[src/rtl/usb_speed_detect.sv]
// USB speed detector: filtered linestate drives an attach / bus-reset / chirp FSM to classify LS, FS or HS.
// O_speed/O_done are registered and update on the edge that enters DONE; there is no flow control.
module usb_speed_detect #(
  parameter int pCOUNTER_WIDTH = 24,
  parameter int pCHIRP_PAIRS   = 3,
  parameter int pDEBOUNCE      = 0
) (
  input  logic                      fe_clk,
  input  logic                      reset_i,
  input  logic [1:0]                fe_linestate,
  input  logic                      I_restart,
  input  logic [pCOUNTER_WIDTH-1:0] I_wait0,
  input  logic [pCOUNTER_WIDTH-1:0] I_wait1,
  input  logic [pCOUNTER_WIDTH-1:0] I_wait2,
  input  logic                      I_force_en,
  input  logic [1:0]                I_force_speed,
  output logic [1:0]                O_speed,
  output logic                      O_done,
  output logic [2:0]                O_state
);

  localparam logic [1:0] USB_SPEED_AUTO = 2'd0;
  localparam logic [1:0] USB_SPEED_LS   = 2'd1;
  localparam logic [1:0] USB_SPEED_FS   = 2'd2;
  localparam logic [1:0] USB_SPEED_HS   = 2'd3;

  localparam logic [1:0] LS_SE0 = 2'b00;
  localparam logic [1:0] LS_J   = 2'b01;
  localparam logic [1:0] LS_K   = 2'b10;

  localparam int CHW = $clog2(pCHIRP_PAIRS + 1) + 1;
  localparam logic [CHW-1:0] CHIRP_LAST = (pCHIRP_PAIRS > 0) ? CHW'(pCHIRP_PAIRS - 1) : '0;

  typedef enum logic [2:0] {
    IDLE    = 3'd0,
    ATTACH  = 3'd1,
    HIGH_LS = 3'd2,
    HIGH_FS = 3'd3,
    LOW     = 3'd4,
    CHIRP   = 3'd5,
    DONE    = 3'd6
  } state_t;

  state_t                    state_q, state_d;
  logic [pCOUNTER_WIDTH-1:0] cnt_q, cnt_d, cnt_inc;
  logic [CHW-1:0]            chirp_q, chirp_d;
  logic [1:0]                ls, ls_prev_q, speed_set, speed_d;
  logic                      done_d, force_q, abort;

  generate
    if (pDEBOUNCE == 0) begin : g_no_debounce
      assign ls = fe_linestate;
    end else begin : g_debounce
      // run_q counts consecutive cycles the raw value has matched cand_q, saturating at the accept length
      localparam int RW = $clog2(pDEBOUNCE + 2);
      localparam logic [RW-1:0] RUN_ACCEPT = RW'(pDEBOUNCE + 1);
      logic [1:0]    cand_q, ls_q;
      logic [RW-1:0] run_q, run_d;

      always_comb begin
        run_d = RW'(1);
        if (fe_linestate == cand_q)
          run_d = (run_q == RUN_ACCEPT) ? RUN_ACCEPT : run_q + RW'(1);
      end

      always_ff @(posedge fe_clk or posedge reset_i) begin
        if (reset_i) begin
          cand_q <= LS_SE0;
          run_q  <= '0;
          ls_q   <= LS_SE0;
        end else begin
          cand_q <= fe_linestate;
          run_q  <= run_d;
          if (run_d == RUN_ACCEPT)
            ls_q <= fe_linestate;
        end
      end

      assign ls = ls_q;
    end
  endgenerate

  assign cnt_inc = (cnt_q == '1) ? cnt_q : cnt_q + pCOUNTER_WIDTH'(1);
  assign abort   = I_restart | (force_q & ~I_force_en);

  always_ff @(posedge fe_clk or posedge reset_i) begin
    if (reset_i) begin
      state_q   <= IDLE;
      cnt_q     <= '0;
      chirp_q   <= '0;
      ls_prev_q <= LS_SE0;
      force_q   <= 1'b0;
      O_speed   <= USB_SPEED_AUTO;
      O_done    <= 1'b0;
    end else begin
      state_q   <= state_d;
      cnt_q     <= cnt_d;
      chirp_q   <= chirp_d;
      ls_prev_q <= ls;
      force_q   <= I_force_en;
      O_speed   <= speed_d;
      O_done    <= done_d;
    end
  end

  always_comb begin
    state_d   = state_q;
    cnt_d     = cnt_q;
    chirp_d   = chirp_q;
    speed_set = USB_SPEED_AUTO;
    if (abort) begin
      state_d = IDLE;
      cnt_d   = '0;
      chirp_d = '0;
    end else if (!I_force_en) begin
      case (state_q)
        IDLE: begin
          if (ls != LS_SE0)            cnt_d   = '0;
          else if (cnt_q >= I_wait0)   state_d = ATTACH;
          else                         cnt_d   = cnt_inc;
        end
        ATTACH: begin
          if (ls == LS_K)      state_d = HIGH_LS;
          else if (ls == LS_J) state_d = HIGH_FS;
        end
        HIGH_LS: begin
          if (ls == LS_K) cnt_d = cnt_inc;
          else if (ls == LS_SE0 && cnt_q >= I_wait1) begin
            state_d   = DONE;
            speed_set = USB_SPEED_LS;
          end else state_d = IDLE;
        end
        HIGH_FS: begin
          if (ls == LS_J) cnt_d = cnt_inc;
          else if (ls == LS_SE0 && cnt_q >= I_wait1) state_d = LOW;
          else state_d = IDLE;
        end
        LOW: begin
          if (cnt_q >= I_wait2)  state_d = CHIRP;
          else if (ls == LS_SE0) cnt_d   = cnt_inc;
          else begin
            state_d   = DONE;
            speed_set = USB_SPEED_FS;
          end
        end
        CHIRP: begin
          if (pCHIRP_PAIRS == 0 && ls != LS_SE0) begin
            state_d   = DONE;
            speed_set = USB_SPEED_HS;
          end else if (ls_prev_q == LS_K && ls == LS_J) begin
            if (chirp_q >= CHIRP_LAST) begin
              state_d   = DONE;
              speed_set = USB_SPEED_HS;
            end else begin
              chirp_d = chirp_q + CHW'(1);
              cnt_d   = '0;
            end
          end else if (ls == ls_prev_q) begin
            // a stalled bus during chirp means the host never answered: fall back to FS
            if (cnt_q >= I_wait2) begin
              state_d   = DONE;
              speed_set = USB_SPEED_FS;
            end else cnt_d = cnt_inc;
          end else cnt_d = '0;
        end
        DONE:    state_d = DONE;
        default: state_d = IDLE;
      endcase
      if (state_d != state_q) begin
        cnt_d   = '0;
        chirp_d = '0;
      end
    end
  end

  always_comb begin
    speed_d = O_speed;
    done_d  = O_done;
    if (abort) begin
      speed_d = USB_SPEED_AUTO;
      done_d  = 1'b0;
    end else if (I_force_en) begin
      speed_d = I_force_speed;
      done_d  = 1'b1;
    end else if (state_d == DONE && state_q != DONE) begin
      speed_d = speed_set;
      done_d  = 1'b1;
    end
  end

  assign O_state = state_q;

endmodule

[config.mk]
export PLATFORM = sky130hd
export DESIGN_NAME = usb_speed_detect
export DESIGN_NICKNAME = d
export VERILOG_FILES = /design/src/rtl/usb_speed_detect.sv
export SDC_FILE = /design/constraint.sdc
export NUM_CORES = 1
export LEC_CHECK = 0
export BUFFER_PORTS_ARGS = -buffer_cell sky130_fd_sc_hd__clkbuf_2
export CAP_MARGIN = 20
export CORE_UTILIZATION = 44
export DETAILED_ROUTE_END_ITERATION = 8
export GPL_ROUTABILITY_DRIVEN = 0
export PLACE_DENSITY = 0.71
export SLEW_MARGIN = 20
export SYNTH_ARGS = -nofsm -noshare
export SYNTH_HDL_FRONTEND = slang
export SYNTH_SLANG_ARGS = --single-unit
[constraint.sdc]
create_clock -name fe_clk -period 3 [get_ports fe_clk]
set_input_delay 0.15 -clock fe_clk [delete_from_list [all_inputs] [get_ports fe_clk]]
set_output_delay 0.15 -clock fe_clk [all_outputs]
set_load 0.02 [all_outputs]
After elaboration in Yosys (flattened, before gate mapping)

Cells that the tools add are included.
W data, S select, Z words.

Flip-flop bits (word level): 36
Output and inout port bits: 6

Bitwise operators: 3
Add/subtract/negate cells: 2
Eq/ne operators: 23
Multiplexer cells: 55
Reductions and logical operators: 12
Order comparisons: 4

Operator list:

| operator                | count |
|---|---|
| $mux W24                | 14 |
| $pmux W24 S5            | 1 |
| $ge A24 B24 Y1          | 3 |
| $mux W3                 | 24 |
| $add A24 B1 Y24 const B | 1 |
| $eq A24 B24 Y1 const B  | 1 |
| $pmux W3 S7             | 1 |
| $mux W2                 | 9 |
| $ne A4 B4 Y1 const B    | 4 |
| $eq A3 B3 Y1 const B    | 4 |
| $ne A5 B5 Y1 const B    | 2 |
| $reduce_and A9 Y1       | 1 |
| $reduce_bool A3 Y1      | 3 |
| $reduce_bool A7 Y1      | 1 |
| $eq A3 B2 Y1 const B    | 2 |
| $ne A6 B6 Y1 const B    | 1 |
| $pmux W2 S3             | 1 |
| $mux W1                 | 5 |
| $eq A2 B2 Y1 const B    | 2 |
| $reduce_and A4 Y1       | 1 |
| $add A3 B1 Y3 const B   | 1 |
| $eq A3 B1 Y1 const B    | 1 |
| $ge A3 B2 Y1 const B    | 1 |
| $logic_and A1 B1 Y1     | 3 |
| 12 further kinds        | 12 |

Logic depth before layout (Yosys ltp)

Depth in word-level cells: 14
Depth in mapped cells: 14
Gate-level depth less buffers: 12

Least setup slack after synthesis

Ideal clock, no wire load.

Kind: register to register
Start point: register cnt_q[0]
End point: register cnt_q[15]
Data required time: 2.881 ns
Arrival: 3.156 ns
Stages on the path, launching flop included: 15
Path slack: -0.275 ns
Period minus slack after synthesis: 3.275 ns
Setup time: 0.119 ns
Path buffers: 2
Cells stage by stage: dfrtp_1 > inv_1 > ha_1 > nand2b_1 > a2111o_1 > a21oi_1 > o22ai_1 > o211a_1 > or2_2 > o32a_2 > o21ai_2 > buf_6 > buf_2 > nor4_1 > o21ba_2

Cells in the longest elaborated chain, start to end: 11
Elaborated cells between the ends (all ways): 43

RTL lines:

| element                                                 | line | source |
|---|---|---|
| from (decl)                                             | 45   | `logic [pCOUNTER_WIDTH-1:0] cnt_q, cnt_d, cnt_inc;` |
| from (signal assigned)                                  | 97   | `cnt_q <= cnt_d;` |
| branches (longest 11 deep; another with $ge A24 B24 Y1) | -    |  |

Several ways; the timed one is not identified. The select of a mux whose other input is x is not followed.
A chain may end at the register's enable or synchronous reset.

Worst setup path in the final report

Start point: register cnt_q[19]
End point: register cnt_q[18]

Same word-level chain as after synthesis.

==> key figures <==
Route
  • Vias per std cell: ~5.8
  • Routed len/inst: 16.2 um
  • Pre-antenna DRT Iters: 5
  • Final WL: 12.9 mm
  • First-iteration detailed-routing DRC count: about 310
  • Total vias in the final route: 4575
  • Routed Antenna Nets: 0
  • DRC: 0

STA
  • Slew Viols, Final: 0
  • Setup violators final: 31
  • RSZ-0062 raised after global routing: true
  • Period minus WS final: 3.51 ns
  • Clock Skews: approximately 0.011 ns
  • Hold WS: 0.0790 ns
  • Final setup margin: -0.507 ns
  • Worst slew margin: 55.0%
  • Slew @ Worst Pin: 0.674 ns
  • Final hold vios: 0
  • Tcrit/Tclk final: 117%
  • Highest Clock Rate: 285 MHz

Worst hold path
  • Tightest Hold Check Type: input port to flip-flop

Finish
  • Commonest non-fill, non-tap cell in the layout: inv_1
  • N_diodes: 0
  • Area grow syn2layout: 44.2%
  • Post-layout nets: roughly 840
  • Most frequent cells in the layout: inv_1, clkbuf_2, buf_4
  • Layout cells sized above 1: 37.7%

Logic synthesis
  • Seq/Total Area, Yosys: 22.5%
  • FF+latch count, synth: 36
  • Synth warn: 0
  • Async SR Flop Fraction: 100%
  • Main synth FF type: dfrtp_1
  • Mapped Area: roughly 4000 sq um
  • Post-Synthesis Cells: 514
  • Post-synth EDFFs: 0
  • Library cells used by synthesis: 58
  • Syn Area/Cell: 7.80 sq um
  • Synth Net Count: between 600 and 700

Global route
  • Largest net degree at the start of global routing: 34
  • First-pass GRT wire length: ~20 mm
  • Initial antenna violation count: 0
  • Grt ovf: 0
  • Total global routing track utilization: 25.6%
  • Vias in the first global route: around 4400

Critical path
  • Delay-heaviest family, CP: compound AO/OA/AOI/OAI gates
  • Worst path arrival time: 3.72 ns
  • Largest stage delay, worst path: roughly 0.56 ns
  • CP Capture Type: flip-flop
  • WP buf/inv: 2
  • Worst path cell trace: ha_4 -> nand4_1 -> or4_4 -> a2111oi_4 -> a21oi_2 -> a221oi_4 -> nor4_4 -> o32a_4 -> o21ai_4 -> buf_4 -> buf_6 -> o31ai_1 -> a21oi_1
  • Startpoint types: flip-flop
  • Worst-path maximum fanout: 8
  • Slowest CP cell: or4_4
  • WP data required: about 3.2 ns
  • Critical path class: flip-flop to flip-flop

Flow run
  • MaxCap Viol Count: 0

Floorplan
  • Initial Util: 45.8%
  • Die area: approximately 9500 sq um
  • Die Y: 97.5 um
  • Std cell rows: 34
  • I/O pin count: between 80 and 90
  • Die W: 97.5 um
  • Core Box Area: 8760 sq um

Power and ir drop
  • Pwr dens: between 200 and 250 nW/um^2
  • Leakage: 3.00 nW
  • Final total power: 0.00119 W
  • Peak supply drop: 0.216 mV

Clock network
  • Root Buffer: clkbuf_8
  • Clk slew on worst S/H paths: 0.08 ns
  • Worst-Skew Late Latency: 0.29 ns
  • H-tree depth: 2
  • Buffer depth of the longest clock path: 2
  • CTS sink cnt: 36
  • CTS tree: yes
  • CTS Buf Count: 5

Outcome
  • Outcome: finished, violations left
  • Failing checks: setup timing

Placement
  • Port Buffers: 85
  • DP HPWL: 9.43 mm
[stage by stage]
stage | utilization [%] | instances | setup slack (ns) | area, sq um | TNS [ns]
floorplan | - | 514 | -0.134 | 4090 | -1.74
global placement | 59.3 | 773 | -0.454 | 5200 | -9.66
detailed placement | 59.3 | 773 | -0.529 | 5200 | -12.11
CTS | 61.7 | 787 | -0.458 | 5410 | -10.60
global route | 66.0 | 795 | -0.623 | 5780 | -15.14
finish | 66.0 | 795 | -0.507 | 5780 | -11.74
[worst paths after layout]
| check | end | depth (start not counted) | startpoint | slack [ns] |
|---|---|---|---|---|
| setup / recovery | cnt_q[18]$_DFFE_PP0P_ | 13 | cnt_q[19]$_DFFE_PP0P_ | -0.51 |
| hold / removal | force_q$_DFF_PP0_ | 1 | I_force_en | 0.08 |
| setup reg to reg | cnt_q[18]$_DFFE_PP0P_ | 13 | cnt_q[19]$_DFFE_PP0P_ | -0.51 |
| hold reg to reg | chirp_q[0]$_DFFE_PP0P_ | 1 | chirp_q[0]$_DFFE_PP0P_ | 0.49 |
| max in group asynchronous | cnt_q[18]$_DFFE_PP0P_ | 4 | reset_i | 1.73 |
| min in group asynchronous | cnt_q[22]$_DFFE_PP0P_ | 3 | reset_i | 0.49 |
[flip-flops by register name, indices dropped and copies added (netlist names)]
signal     flops
cnt_q         24
O_speed        2
O_done         1
O_state        3
ls_prev_q      2
force_q        1
chirp_q        3
[kinds of logic after synthesis]
family	count (synthesis)	share of synthesized area, %
buf+inv	101	9.80
flops	36	22.5
simple gates	163	21.5
compound gates	135	22.0
fa+ha+maj	75	23.4
xor+xnor	4	0.874
[cells in the mapped netlist (9+ instances only)]
cell type  count  area share, %
a21oi_1       53            6.6
dfrtp_1       36             22
ha_1          75             23
inv_1         87            8.1
nand2_1       39            3.7
nand3_1       17            2.1
nand4_1       16            2.5
nor2_1        28            2.6
nor3_1         9            1.1
o21ai_0       28            3.5
o31ai_1       11            2.1
or3_1          9            1.4
or4_1         13            2.4
[metal layers]
layer | share of wire (%) | global-route usage, % | up-vias
met5 | 0 | 0 | -
li1 | - | - | 2202
met2 | 51 | 47.5 | 176
met1 | 40 | 30.6 | 2171
met4 | 2.4 | 6.33 | 0
met3 | 6.4 | 3.88 | 26
[worst reg2reg max path: stages, from the launching register on]
cell and delay (ns):
dfrtp_2 0.46, ha_4 0.28, nand4_1 0.14, or4_4 0.56, a2111oi_4 0.33, a21oi_2 0.13
a221oi_4 0.33, nor4_4 0.06, o32a_4 0.23, o21ai_4 0.34, buf_4 0.19, buf_6 0.15
o31ai_1 0.08, a21oi_1 0.16
[repair_timing]
action | CTS | global route
buffers inserted | 7 | 7
hold buffers | 1 | 0
endpoints found under the setup margin | 30 | 32
hold endpoints to repair | 15 | 0
gates resized for setup | 20 | 59
pin swaps | 12 | 27
gates cloned | 0 | 4
[power breakdown]
part	switching (W)	internal [W]
logic	0.000189	0.000177
registers	0.00000756	0.000493
clock network	0.000169	0.000155
[cell type report]
cell class	count	area [sq um]
clock buffers	6	72.6
fillers	724	2980
inverters	87	327
multi-input cells	377	3080
flip-flops and latches	36	906
well taps	108	135
repair buffers	181	1260
Note: power is estimated with default switching activity, not from simulation.
